--- config.mk ---
export PLATFORM = sky130hd
export DESIGN_NAME = clock_control_flat
export DESIGN_NICKNAME = d
export VERILOG_FILES = /design/src/rtl/clock_control_if.sv /design/src/rtl/clock_control.sv /design/src/flat_wrapper.sv
export SDC_FILE = /design/constraint.sdc
export NUM_CORES = 1
export LEC_CHECK = 0
export CAP_MARGIN = 10
export CELL_PAD_IN_SITES_DETAIL_PLACEMENT = 1
export CELL_PAD_IN_SITES_GLOBAL_PLACEMENT = 2
export CORE_MARGIN = 2
export CORE_UTILIZATION = 35
export DETAILED_ROUTE_END_ITERATION = 6
export PLACE_DENSITY = 0.76
export SYNTH_ARGS = -nofsm -noshare
export SYNTH_HDL_FRONTEND = slang
export SYNTH_SLANG_ARGS = --single-unit
--- constraint.sdc ---
create_clock -name clk -period 1.95 [get_ports clk]
set_input_delay 0.4875 -clock clk [delete_from_list [all_inputs] [get_ports clk]]
set_output_delay 0.4875 -clock clk [all_outputs]
set_load 0.03 [all_outputs]
--- src/rtl/clock_control_if.sv ---
// Board-facing signal bundle for the run/step clock controller: raw buttons,
// switch, CPU halt level and divider feedback in, divider controls and
// status out.
interface clock_control_if;
    logic        btn_run;
    logic        btn_step;
    logic        sw_fast;
    logic        cpu_halt;
    logic        slow_clk;
    logic        halt;
    logic        set_freq;
    logic [1:0]  state;
    logic [15:0] step_count;

    // Board / stimulus side: drives the raw inputs, observes the controls.
    modport master (
        output btn_run, btn_step, sw_fast, cpu_halt, slow_clk,
        input  halt, set_freq, state, step_count
    );

    // Controller side.
    modport slave (
        input  btn_run, btn_step, sw_fast, cpu_halt, slow_clk,
        output halt, set_freq, state, step_count
    );
endinterface

--- src/rtl/clock_control.sv ---
// Run/step controller upstream of the CPU clock divider. It debounces the run
// and step buttons and the fast switch, and watches the divider's slow clock.
// It drives the divider halt/set_freq so the CPU free-runs, pauses, advances
// exactly one slow period per step press, or latches a CPU halt.
module clock_control #(
    parameter int DEBOUNCE_CYCLES = 250000
) (
    input  logic            clk,
    input  logic            reset,
    clock_control_if.slave  bus
);
    typedef enum logic [1:0] {
        PAUSED = 2'd0,
        RUN    = 2'd1,
        STEP   = 2'd2,
        HALTED = 2'd3
    } state_t;

    // The counter only has to reach DEBOUNCE_CYCLES-1: the accepting cycle is
    // the one in which it would reach DEBOUNCE_CYCLES.
    localparam int               CNT_W    = (DEBOUNCE_CYCLES > 1) ? $clog2(DEBOUNCE_CYCLES) : 1;
    localparam logic [CNT_W-1:0] CNT_LAST = CNT_W'(DEBOUNCE_CYCLES - 1);

    // Bit 0 = run button, bit 1 = step button, bit 2 = fast switch.
    logic [2:0]       w_raw;
    logic [2:0]       r_sync1;
    logic [2:0]       r_sync2;
    logic [2:0]       r_stable;
    logic [CNT_W-1:0] r_cnt [3];
    logic [1:0]       r_btn_prev;

    logic             r_slow_s1;
    logic             r_slow_s2;
    logic             r_slow_prev;

    logic             w_run_press;
    logic             w_step_press;
    logic             w_slow_rise;

    state_t           r_state;
    logic [15:0]      r_step_count;

    assign w_raw = {bus.sw_fast, bus.btn_step, bus.btn_run};

    // Two-flop synchronisers for the asynchronous board inputs and slow clock.
    always_ff @(posedge clk) begin
        if (reset) begin
            r_sync1   <= '0;
            r_sync2   <= '0;
            r_slow_s1 <= 1'b0;
            r_slow_s2 <= 1'b0;
        end else begin
            r_sync1   <= w_raw;
            r_sync2   <= r_sync1;
            r_slow_s1 <= bus.slow_clk;
            r_slow_s2 <= r_slow_s1;
        end
    end

    // Debounce: accept a new level only after it has differed from the stable
    // level for DEBOUNCE_CYCLES consecutive cycles; any agreement restarts.
    always_ff @(posedge clk) begin
        if (reset) begin
            r_stable <= '0;
            for (int i = 0; i < 3; i++) begin
                r_cnt[i] <= '0;
            end
        end else begin
            for (int i = 0; i < 3; i++) begin
                if (r_sync2[i] != r_stable[i]) begin
                    if (r_cnt[i] == CNT_LAST) begin
                        r_stable[i] <= r_sync2[i];
                        r_cnt[i]    <= '0;
                    end else begin
                        r_cnt[i]    <= r_cnt[i] + CNT_W'(1);
                    end
                end else begin
                    r_cnt[i] <= '0;
                end
            end
        end
    end

    // Edge history for button press detection and slow-clock rise detection.
    always_ff @(posedge clk) begin
        if (reset) begin
            r_btn_prev  <= '0;
            r_slow_prev <= 1'b0;
        end else begin
            r_btn_prev  <= r_stable[1:0];
            r_slow_prev <= r_slow_s2;
        end
    end

    assign w_run_press  = r_stable[0] & ~r_btn_prev[0];
    assign w_step_press = r_stable[1] & ~r_btn_prev[1];
    assign w_slow_rise  = r_slow_s2 & ~r_slow_prev;

    // Run/step state machine; a CPU halt always wins and HALTED is terminal.
    always_ff @(posedge clk) begin
        if (reset) begin
            r_state <= PAUSED;
        end else begin
            case (r_state)
                PAUSED: begin
                    if (bus.cpu_halt)       r_state <= HALTED;
                    else if (w_run_press)   r_state <= RUN;
                    else if (w_step_press)  r_state <= STEP;
                end
                RUN: begin
                    if (bus.cpu_halt)       r_state <= HALTED;
                    else if (w_run_press)   r_state <= PAUSED;
                end
                STEP: begin
                    if (bus.cpu_halt)       r_state <= HALTED;
                    else if (w_slow_rise)   r_state <= PAUSED;
                end
                HALTED: begin
                    r_state <= HALTED;
                end
                default: begin
                    r_state <= PAUSED;
                end
            endcase
        end
    end

    // Count slow-clock rises let through while the divider is running,
    // including the rise that ends a single step.
    always_ff @(posedge clk) begin
        if (reset) begin
            r_step_count <= 16'd0;
        end else if (w_slow_rise && (r_state == RUN || r_state == STEP)) begin
            r_step_count <= r_step_count + 16'd1;
        end
    end

    // The divider halt is a pure decode of the state register.
    assign bus.halt       = (r_state == PAUSED) || (r_state == HALTED);
    assign bus.set_freq   = r_stable[2];
    assign bus.state      = r_state;
    assign bus.step_count = r_step_count;

endmodule

--- src/flat_wrapper.sv ---
// flat-port wrapper written by rule: the top's interface ports become plain ports
module clock_control_flat 
#(
    parameter int DEBOUNCE_CYCLES = 250000
)
  (clk, reset, bus_btn_run, bus_btn_step, bus_sw_fast, bus_cpu_halt, bus_slow_clk, bus_halt, bus_set_freq, bus_state, bus_step_count);
  clock_control_if bus_i ();
  input  logic clk;
  input  logic reset;
  input wire logic [$bits(bus_i.btn_run)-1:0] bus_btn_run;
  input wire logic [$bits(bus_i.btn_step)-1:0] bus_btn_step;
  input wire logic [$bits(bus_i.sw_fast)-1:0] bus_sw_fast;
  input wire logic [$bits(bus_i.cpu_halt)-1:0] bus_cpu_halt;
  input wire logic [$bits(bus_i.slow_clk)-1:0] bus_slow_clk;
  output wire logic [$bits(bus_i.halt)-1:0] bus_halt;
  output wire logic [$bits(bus_i.set_freq)-1:0] bus_set_freq;
  output wire logic [$bits(bus_i.state)-1:0] bus_state;
  output wire logic [$bits(bus_i.step_count)-1:0] bus_step_count;
  assign bus_i.btn_run = bus_btn_run;
  assign bus_i.btn_step = bus_btn_step;
  assign bus_i.sw_fast = bus_sw_fast;
  assign bus_i.cpu_halt = bus_cpu_halt;
  assign bus_i.slow_clk = bus_slow_clk;
  assign bus_halt = bus_i.halt;
  assign bus_set_freq = bus_i.set_freq;
  assign bus_state = bus_i.state;
  assign bus_step_count = bus_i.step_count;
  clock_control #(.DEBOUNCE_CYCLES(DEBOUNCE_CYCLES)) u_core (.clk(clk), .reset(reset), .bus(bus_i));
endmodule
==> metrics.txt <==
outcome finished, violations left; failing checks setup timing; Req. time, crit path 2050 ps; Avg Vias per Cell 4.69; highest clock rate 501 MHz; CP startpoint kind flip-flop; Setup Skew 5.76 ps; hold buffers post-CTS 0; DRC Markers 0; prevailing post-synth register cell edfxtp_1; power per cell area 781 nW/um^2; EDFF count, synth 54; Lkg Pwr 2.23 nW; number of routed nets with antenna violations 0; Synth top area share 37.4%; WHS 443 ps; WL per Instance 13.3 um; largest net degree at the start of global routing 25; Die Area 13300 um^2; fin nets 579; final wirelength 9.78 mm; Worst-Skew Late Latency 340 ps; Final Critical Period 2000 ps; Clock Tree Buf Depth 2; final setup fails 9; CTS H-tree depth 3; routability cong. 0.734; syn_area_per_cell 10.3 um^2; Inserted Diodes 0; share of cells above drive strength 1 19.5%; Tightest Hold Check Type flip-flop to flip-flop; fin worst setup slack -45.5 ps; Worst EP arrival 2090 ps; RSZ-0062 raised after global routing true; max_cap viols 0; Async SR Flop Fraction 0%; vias in the first global route 3524; grt total ovfl 0; sequential share of the synthesized area 52.2%; vias post-DR 3450; fin util 48.7%; Worst Path Max Fanout 8; area delta synth->final 35.7%; Die W 115 um; # IOs 27; synthesized area 4330 um^2; Initial Util 35.9%; max-slew violations 0; post-synth top area cell edfxtp_1; hpwl dp 6.81 mm; Port-buffer cells 26; Sink Count 86; Setup crit end kind flip-flop; Hold Vio Cnt, Final 0; maximum VDD drop 0.000370 V; iteration count of the initial detailed-routing pass 4; Final Cycle Share 102%; antenna violations before repair 0; Setup TNS Final -299 ps; kind of critical path flip-flop to flip-flop; clock buffer count from CTS 9; DRT iter0 DRCs 128; synthesized flop and latch total 86; total track usage 15.8%; top cells by area, synth edfxtp_1 37%, dfxtp_1 15%, xnor2_1 8.1%; Placement Rows 40; final non-filler cell total 736; Post-Synthesis Cells 421; Pwr Total 4.59 mW; Inst Count DP 706; Clk Tree Root Cell clkbuf_16; CTS tree yes; height of the die 115 um; Synth cell types 47; clock transition at the registers of the reported paths 60 ps; Placeable Area 12100 um^2; first-pass GRT wire length 16.5 mm; Yosys warning count 0
[worst max-delay path, cell delays in order, from the launching register on]
cell	delay, ps
edfxtp_1	410
or4_1	520
or3_4	360
o21ai_4	210
buf_8	200
nor2_1	60
[state kept, by name, summed over array words and instances, names as in the netlist]
name	cells
u_core.r_cnt	54
u_core.bus.step_count	16
u_core.r_stable	3
u_core.r_sync1	3
u_core.r_sync2	3
u_core.bus.state	2
u_core.r_btn_prev	2
u_core.r_slow_prev	1
u_core.r_slow_s1	1
u_core.r_slow_s2	1
[placed cells by master, fill, tap and decap left out, drive strengths merged, types with 2 or more instances in the layout]
cell type	count
a21oi	9
mux2	3
xnor2	40
xor2	16
and3	2
nand2	17
inv	19
o21ai	12
nand4b	3
or3	10
clkbuf	14
or2	2
conb	54
edfxtp	54
nand4	18
nor4	17
dlymetal6s2s	5
buf	61
ha	9
nor2	74
clkdlybuf4s50	11
or4	5
nand2b	3
and4	3
dlygate4sd2	9
nor2b	13
nor3	14
dfxtp	32
o32ai	2
o41ai	2
nand3	24
[synthesized netlist by cell type, types with 2 or more instances]
cell	count
a21oi_1	9
and3_1	2
and4_1	3
buf_4	2
clkbuf_1	4
dfxtp_1	32
edfxtp_1	54
ha_1	9
inv_1	18
mux2_2	3
nand2_1	17
nand2b_1	3
nand3_1	24
nand4_1	16
nand4b_1	3
nor2_1	74
nor2b_1	13
nor3_1	14
nor4_1	17
o21ai_0	10
o32ai_1	2
or2_2	2
or3_1	9
or4_1	2
or4_4	3
xnor2_1	40
xor2_1	16
[power by group]
group	leakage, nW	switching, mW	internal [mW]
Clock	0.154	0.704	1.05
Combinational	1.26	0.392	0.353
Sequential	0.818	0.0730	2.02
[cell type report]
| type | count | area, um^2 |
|---|---|---|
| clock buffer | 14 | 295 |
| clock inverter | 2 | 11.3 |
| fill | 1372 | 6180 |
| inverter | 18 | 72.6 |
| multi-input combinational | 362 | 2280 |
| sequential | 86 | 2270 |
| tap | 168 | 210 |
| timing repair buffer | 86 | 737 |
[routing by layer]
layer | vias up | share of wire [%] | GRT usage, %
li1 | 1733 | - | -
met1 | 1675 | 46 | 19.9
met2 | 30 | 50 | 26.5
met3 | 12 | 1.9 | 2.85
met4 | 0 | 2.1 | 7.39
met5 | - | 0 | 0
[metrics by stage]
stage	setup WS (ps)	instance area [um^2]
2_1_floorplan	-5.47	4560
3_3_place_gp	72.4	5350
3_5_place_dp	-0.899	5350
4_1_cts	-18.2	5690
5_1_grt	-98.8	5880
6_report	-45.5	5880
[cells by family after synthesis]
kind of cell	count (synthesis)	synth area share, %
flip-flops	86	52.2
buffers and inverters	26	2.46
XOR/XNOR	56	11.3
AND/OR/NAND/NOR	209	25.3
AO/OA/AOI/OAI	30	4.94
other	1	0.0866
multiplexers	4	1.01
adder cells (fa/ha/maj)	9	2.60
[worst paths after layout]
check / from / endpoint / slack (ps) / depth (start not counted)
worst max-delay path: u_core.r_cnt[2][8] / u_core.r_cnt[2][16] / -50 / 5
worst min-delay path: u_core.r_slow_s1 / u_core.r_slow_s2 / 440 / 1
worst max register to register: u_core.r_cnt[2][8] / u_core.r_cnt[2][16] / -50 / 5
worst min register to register: u_core.r_slow_s1 / u_core.r_slow_s2 / 440 / 1
[timing repair]
item                       CTS  global route
setup endpoints to repair   12            49
buffers inserted             6             8
resized for setup           12            33
pin swaps                    3            17
hold endpoints to repair     0             0
cloned                       0             1
Note: power is estimated with default switching activity, not from simulation.
